--- config.mk ---
export PLATFORM = sky130hd
export DESIGN_NAME = uart_tx_arbiter
export DESIGN_NICKNAME = d
export VERILOG_FILES = /design/src/rtl/uart_tx_arbiter.sv
export SDC_FILE = /design/constraint.sdc
export NUM_CORES = 1
export LEC_CHECK = 0
export ABC_AREA = 1
export BUFFER_PORTS_ARGS = -buffer_cell sky130_fd_sc_hd__buf_2
export CAP_MARGIN = 40
export CORE_MARGIN = 2
export CORE_UTILIZATION = 40
export CTS_CLUSTER_SIZE = 14
export DETAILED_ROUTE_END_ITERATION = 10
export PLACE_DENSITY = 0.72
export SLEW_MARGIN = 25
export SYNTH_ARGS = -nofsm -noshare
export SYNTH_HDL_FRONTEND = slang
export SYNTH_SLANG_ARGS = --single-unit
--- constraint.sdc ---
create_clock -name i_SysClock -period 1.8 [get_ports i_SysClock]
set_input_delay 0.18 -clock i_SysClock [delete_from_list [all_inputs] [get_ports i_SysClock]]
set_output_delay 0.18 -clock i_SysClock [all_outputs]
set_load 0.02 [all_outputs]
--- src/rtl/uart_tx_arbiter.sv ---
// uart_tx_arbiter: shares one UART transmitter between four byte-stream
// requesters, granting ownership per packet in round-robin order.
// Optional feature: define UART_ARB_TIMEOUT_EN to revoke a grant after
// TIMEOUT_CYCLES consecutive stalled cycles in SEND (o_TimeoutFlag pulses).
// Without the macro the grant is held indefinitely and o_TimeoutFlag is 0.
module uart_tx_arbiter #(
    parameter int unsigned TIMEOUT_CYCLES = 1024,
    parameter int unsigned N_REQ          = 4
) (
    input  logic               i_SysClock,
    input  logic               i_ResetN,
    input  logic [N_REQ-1:0]   i_ReqValid,
    input  logic [8*N_REQ-1:0] i_ReqByte,
    input  logic [N_REQ-1:0]   i_ReqLast,
    output logic [N_REQ-1:0]   o_ReqReady,
    output logic [N_REQ-1:0]   o_Grant,
    output logic               o_TxStart,
    output logic [7:0]         o_TxByte,
    input  logic               i_TxBusy,
    output logic               o_TimeoutFlag
);

    localparam int unsigned IDX_W = $clog2(N_REQ);

    typedef enum logic [1:0] {
        IDLE      = 2'd0,
        SEND      = 2'd1,
        WAIT_BUSY = 2'd2,
        WAIT_DONE = 2'd3
    } arbState_t;

    // The round-robin index arithmetic relies on a power-of-two requester count.
    if (N_REQ != 4 || TIMEOUT_CYCLES == 0) begin : g_badParams
        $error("uart_tx_arbiter: N_REQ must be 4 and TIMEOUT_CYCLES must be nonzero");
    end

    arbState_t        state;
    logic [IDX_W-1:0] lastOwner;   // owner of the most recently finished or revoked packet
    logic [IDX_W-1:0] grantIdx;    // binary form of o_Grant while a grant is held
    logic             lastFlag;    // i_ReqLast captured with the byte in flight
    logic [IDX_W-1:0] pickIdx;
    logic             pickValid;
    logic             accept;

`ifdef UART_ARB_TIMEOUT_EN
    localparam int unsigned STALL_W = $clog2(TIMEOUT_CYCLES + 1);
    logic [STALL_W-1:0] stallCnt;
`endif

    // Round-robin search: first valid requester starting after lastOwner, wrapping.
    always_comb begin
        // NOTE: every variable gets a default before any conditional assignment,
        // so no path leaves it unassigned and no latch is inferred.
        pickValid = 1'b0;
        pickIdx   = lastOwner;
        for (int i = 1; i <= N_REQ; i++) begin
            logic [IDX_W-1:0] cand;
            cand = lastOwner + IDX_W'(i);
            if (!pickValid && i_ReqValid[cand]) begin
                pickValid = 1'b1;
                pickIdx   = cand;
            end
        end
    end

    // Ready is combinational so the owner sees its accept in the same cycle it offers a byte.
    assign o_ReqReady = {N_REQ{(state == SEND) && !i_TxBusy}} & o_Grant & i_ReqValid;
    assign accept     = |o_ReqReady;

    // Arbitration FSM with registered grant, start pulse, byte and timeout flag.
    always_ff @(posedge i_SysClock or negedge i_ResetN) begin
        if (!i_ResetN) begin
            state     <= IDLE;
            o_Grant   <= '0;
            grantIdx  <= '0;
            lastOwner <= IDX_W'(N_REQ - 1);
            lastFlag  <= 1'b0;
            o_TxStart <= 1'b0;
            o_TxByte  <= 8'h00;
`ifdef UART_ARB_TIMEOUT_EN
            stallCnt      <= '0;
            o_TimeoutFlag <= 1'b0;
`endif
        end else begin
            // NOTE: state registers use non-blocking assignments so every flop
            // samples pre-edge values regardless of statement order.
            o_TxStart <= 1'b0;
`ifdef UART_ARB_TIMEOUT_EN
            o_TimeoutFlag <= 1'b0;
`endif
            case (state)
                IDLE: begin
                    if (pickValid) begin
                        o_Grant  <= N_REQ'(1) << pickIdx;
                        grantIdx <= pickIdx;
                        state    <= SEND;
                    end
                end
                SEND: begin
                    if (accept) begin
                        o_TxByte  <= i_ReqByte[{grantIdx, 3'b000} +: 8];
                        lastFlag  <= i_ReqLast[grantIdx];
                        o_TxStart <= 1'b1;
                        state     <= WAIT_BUSY;
`ifdef UART_ARB_TIMEOUT_EN
                        stallCnt  <= '0;
                    end else if (!i_ReqValid[grantIdx]) begin
                        if (stallCnt == STALL_W'(TIMEOUT_CYCLES - 1)) begin
                            o_Grant       <= '0;
                            lastOwner     <= grantIdx;
                            o_TimeoutFlag <= 1'b1;
                            stallCnt      <= '0;
                            state         <= IDLE;
                        end else begin
                            stallCnt <= stallCnt + 1'b1;
                        end
                    end else begin
                        // Valid but transmitter busy: the owner is not stalling.
                        stallCnt <= '0;
`endif
                    end
                end
                WAIT_BUSY: begin
                    if (i_TxBusy) begin
                        state <= WAIT_DONE;
                    end
                end
                WAIT_DONE: begin
                    if (!i_TxBusy) begin
                        if (lastFlag) begin
                            o_Grant   <= '0;
                            lastOwner <= grantIdx;
                            state     <= IDLE;
                        end else begin
                            state <= SEND;
                        end
                    end
                end
                default: state <= IDLE;
            endcase
        end
    end

`ifndef UART_ARB_TIMEOUT_EN
    assign o_TimeoutFlag = 1'b0;
`endif

endmodule
==> results.cfg <==
[critical_path]
crit_chain = clkinv_4, nand2_1, nand2_1, nand2_2, nand2_4, nor2_8, nand4_2, nand2_2, nor2_2, nand3_1, nand2_1
cp-start-kind = flop
worstPathArrival_ns = 1.83
cp_slowest_cell = dfstp_2
crit_type = reg -> reg
crit_top_cell = nand2_1
critical_path.max_stage_delay_ns = 0.58
worst_setup_path_end_kind = flop
path_max_fanout = 9
worstPathRequired_ns = 1.95

[synthesis]
postSynthNetCount = 266
synthTopCellsByArea = dfrtp_1 (31%), nor2_1 (13%), nand2_1 (12%)
synth_cell_types = 30
ys_seq_area_share_pct = 34.1
syn_area_mm2 = 0.00148
yosys_warnings = 0
syn_avg_cell_area_um2 = 6.74
ys_ff_latch = 20
netlist_instances = 219
synth_top_area_share_pct = 30.5
yosys.area.top_type = dfrtp_1

[sta]
hold_viol = 0
period_share_pct = 93.0
slew_viol_final = 0
fin_tns_setup_ns = 0
fmax_ghz = 0.598
finClkSkew_ns = 0.00472
setup_viol = 0
hold_ws_ns = 0.247
period_minus_slack_ns = 1.67

[detailed_routing]
vias = 1528
wl_um = 3620
dr.pass1.iters = 5
wl_per_cell_um = 11.0
drc_errors = 0
final_antenna_net_count = 0
via_per_inst = 4.64
drt_iter0_drc = 84

[global_routing]
antenna_found_initial = 0
grt_pass1_wl_um = 5880
groute.layer.met3.usage_pct = 2.78
grt-ovfl-total = 0
busiest_layer = met2
grt_pass1_vias = 1323
grt_start_max_net_pins = 21
use_met1_pct = 23.2
grt_usage_pct = 18.0
use_met2_pct = 30.5

[floorplanning]
initial_core_util_pct = 40.9
die_area_mm2 = 0.00419
die_w_um = 64.8
core_area_mm2 = 0.00361
chipHeight_um = 64.8
io_pins = 61
rows = 22

[clock_network]
cts.sinks = 20
root_buffer = clkbuf_8
clk_path_buf_depth = 2
clk_pin_slew_ns = 0.07
cts_max_level = 1
cts_made_buffers = 3
cts_tree = done
insertion_delay_ns = 0.26

[final_layout]
fill_cells = 361
area_growth_pct = 30.3
drive_above_1_share_pct = 35.2
n_antenna_cell = 0
fin_nets = 329

[power]
p_per_area_mw_per_mm2 = 1790
p_switching_mw = 1.77
swShare_pct = 51.3
p_leak_nw = 1.02
power_mw = 3.45
power_frac_comb_pct = 66.2
internal-power_mw = 1.68
p_clk_share_pct = 9.8
pwr-share-seq_pct = 24.0
irDropWorstVdd_uv = 693

[placed_design]
gp_congestion = 0.880
dp_hpwl_um = 2910
port_buffers = 59

[flow_run]
cap_violations = 0

[hold_path]
min_path_type = in -> reg

[run_status]
status = complete, no violations
==> what timing repair did <==
| action | 4_1_cts | 5_1_grt |
|---|---|---|
| hold endpoints to repair | 18 | 0 |
| setup buffers | 0 | 2 |
| hold buffers | 1 | 0 |
| setup endpoints to repair | 0 | 12 |
| resized for setup | 0 | 6 |
==> power by group through the flow <==
stage | clock network [mW] | registers [mW] | logic (mW)
after floorplan | 0 | 0.952 | 1.60
after global placement | 0 | 0.841 | 2.19
after detailed placement | 0 | 0.850 | 2.23
after CTS | 0.344 | 0.843 | 2.23
after global routing | 0.366 | 0.852 | 2.56
final | 0.339 | 0.827 | 2.29
==> metal layers <==
| layer | up-vias | part of all wire [%] | routed length, µm |
|---|---|---|---|
| li1 | 820 | - | - |
| met1 | 660 | 46 | 1670 |
| met2 | 44 | 48 | 1730 |
| met3 | 4 | 4.7 | 169 |
| met4 | 0 | 1.4 | 49 |
| met5 | - | 0 | 0 |
==> sequential cells by signal, summed over array words and instances, names as in the netlist <==
signal     count
o_TxByte       8
o_TxStart      1
state          2
o_Grant        4
lastFlag       1
lastOwner      2
grantIdx       2
==> synthesized netlist by cell type <==
library cell  instances
o21ai_1               2
buf_2                 3
conb_1                1
nand2_1              48
nand3_1              11
inv_2                 1
inv_1                16
a31oi_1               9
nand4_2               1
dfrtp_1              18
buf_6                 1
nor2_1               53
nand2_2               9
a311oi_1              1
nor2_2                1
mux2i_1               1
dfstp_2               2
inv_6                 1
o21ai_2               1
o22ai_1               1
buf_4                 1
xor2_2                1
clkinv_2              1
a21oi_2               1
o21ai_0              24
clkinv_1              1
ha_1                  4
nand2_4               2
nor2_8                1
clkbuf_1              2
==> cell families (layout without fill, tap and decap cells) <==
kind of cell             count (synthesis)  count (layout)  synth area share, %
AO/OA/AOI/OAI                           39              39                 14.8
XOR/XNOR                                 1               1                 1.10
adder cells (fa/ha/maj)                  4               4                 3.39
buffers and inverters                   27              89                 8.30
flip-flops                              20              20                 34.1
multiplexers                             1               1                0.678
other                                    1               1                0.254
AND/OR/NAND/NOR                        126             126                 37.4
==> final timing paths <==
| check | endpoint | slack [ns] | start | depth (start not counted) |
|---|---|---|---|---|
| setup / recovery | o_Grant[0]$_DFFE_PN0P_ | 0.13 | lastOwner[0]$_DFFE_PN1P_ | 11 |
| setup reg to reg | o_Grant[0]$_DFFE_PN0P_ | 0.13 | lastOwner[0]$_DFFE_PN1P_ | 11 |
| min in group asynchronous | o_TxByte[7]$_DFFE_PN0P_ | 0.40 | i_ResetN | 2 |
| hold / removal | o_TxByte[3]$_DFFE_PN0P_ | 0.25 | i_ReqByte[27] | 3 |
| max in group asynchronous | lastOwner[0]$_DFFE_PN1P_ | 1.07 | i_ResetN | 2 |
| hold reg to reg | o_Grant[1]$_DFFE_PN0P_ | 0.53 | o_Grant[1]$_DFFE_PN0P_ | 2 |
==> worst max-delay path, delay by kind of cell, from the launching register on <==
| family | cells | cell delay [ns] |
|---|---|---|
| AND/OR/NAND/NOR | 10 | 0.88 |
| buffers and inverters | 1 | 0.11 |
| flip-flops | 1 | 0.58 |
==> area by class of cell <==
class / instances / area [µm²] / area share (%)
multi-input combinational: 172 / 868 / 45.2
sequential: 20 / 503 / 26.2
timing repair buffer: 65 / 355 / 18.5
inverter: 20 / 81.3 / 4.23
tap: 48 / 60.1 / 3.12
clock buffer: 4 / 55.1 / 2.86
==> stage by stage <==
step | std cells | setup slack (ns) | cell area (µm²) | utilization, %
final | 329 | 0.127 | 1920 | 53.3
after global routing | 329 | -0.00461 | 1920 | 53.3
after CTS | 327 | 0.0877 | 1900 | 52.7
after detailed placement | 322 | 0.0983 | 1840 | 50.9
after global placement | 322 | 0.129 | 1840 | 50.9
after floorplan | 219 | 0.0171 | 1490 | -
==> layout by cell type, fill, tap and decap left out, types with 2 or more instances in the layout <==
cell,netlist,layout
buf_2,3,59
nor2_1,53,48
nand2_1,48,46
o21ai_0,24,24
dfrtp_1,18,18
inv_1,16,14
nand3_1,11,11
nand2_2,9,11
a31oi_1,9,9
nor2_2,1,6
ha_1,4,4
clkbuf_8,0,4
buf_4,1,4
inv_2,1,3
nand2_4,2,2
o21ai_1,2,2
dfstp_2,2,2
No activity file was read; power rests on OpenSTA's default activity.
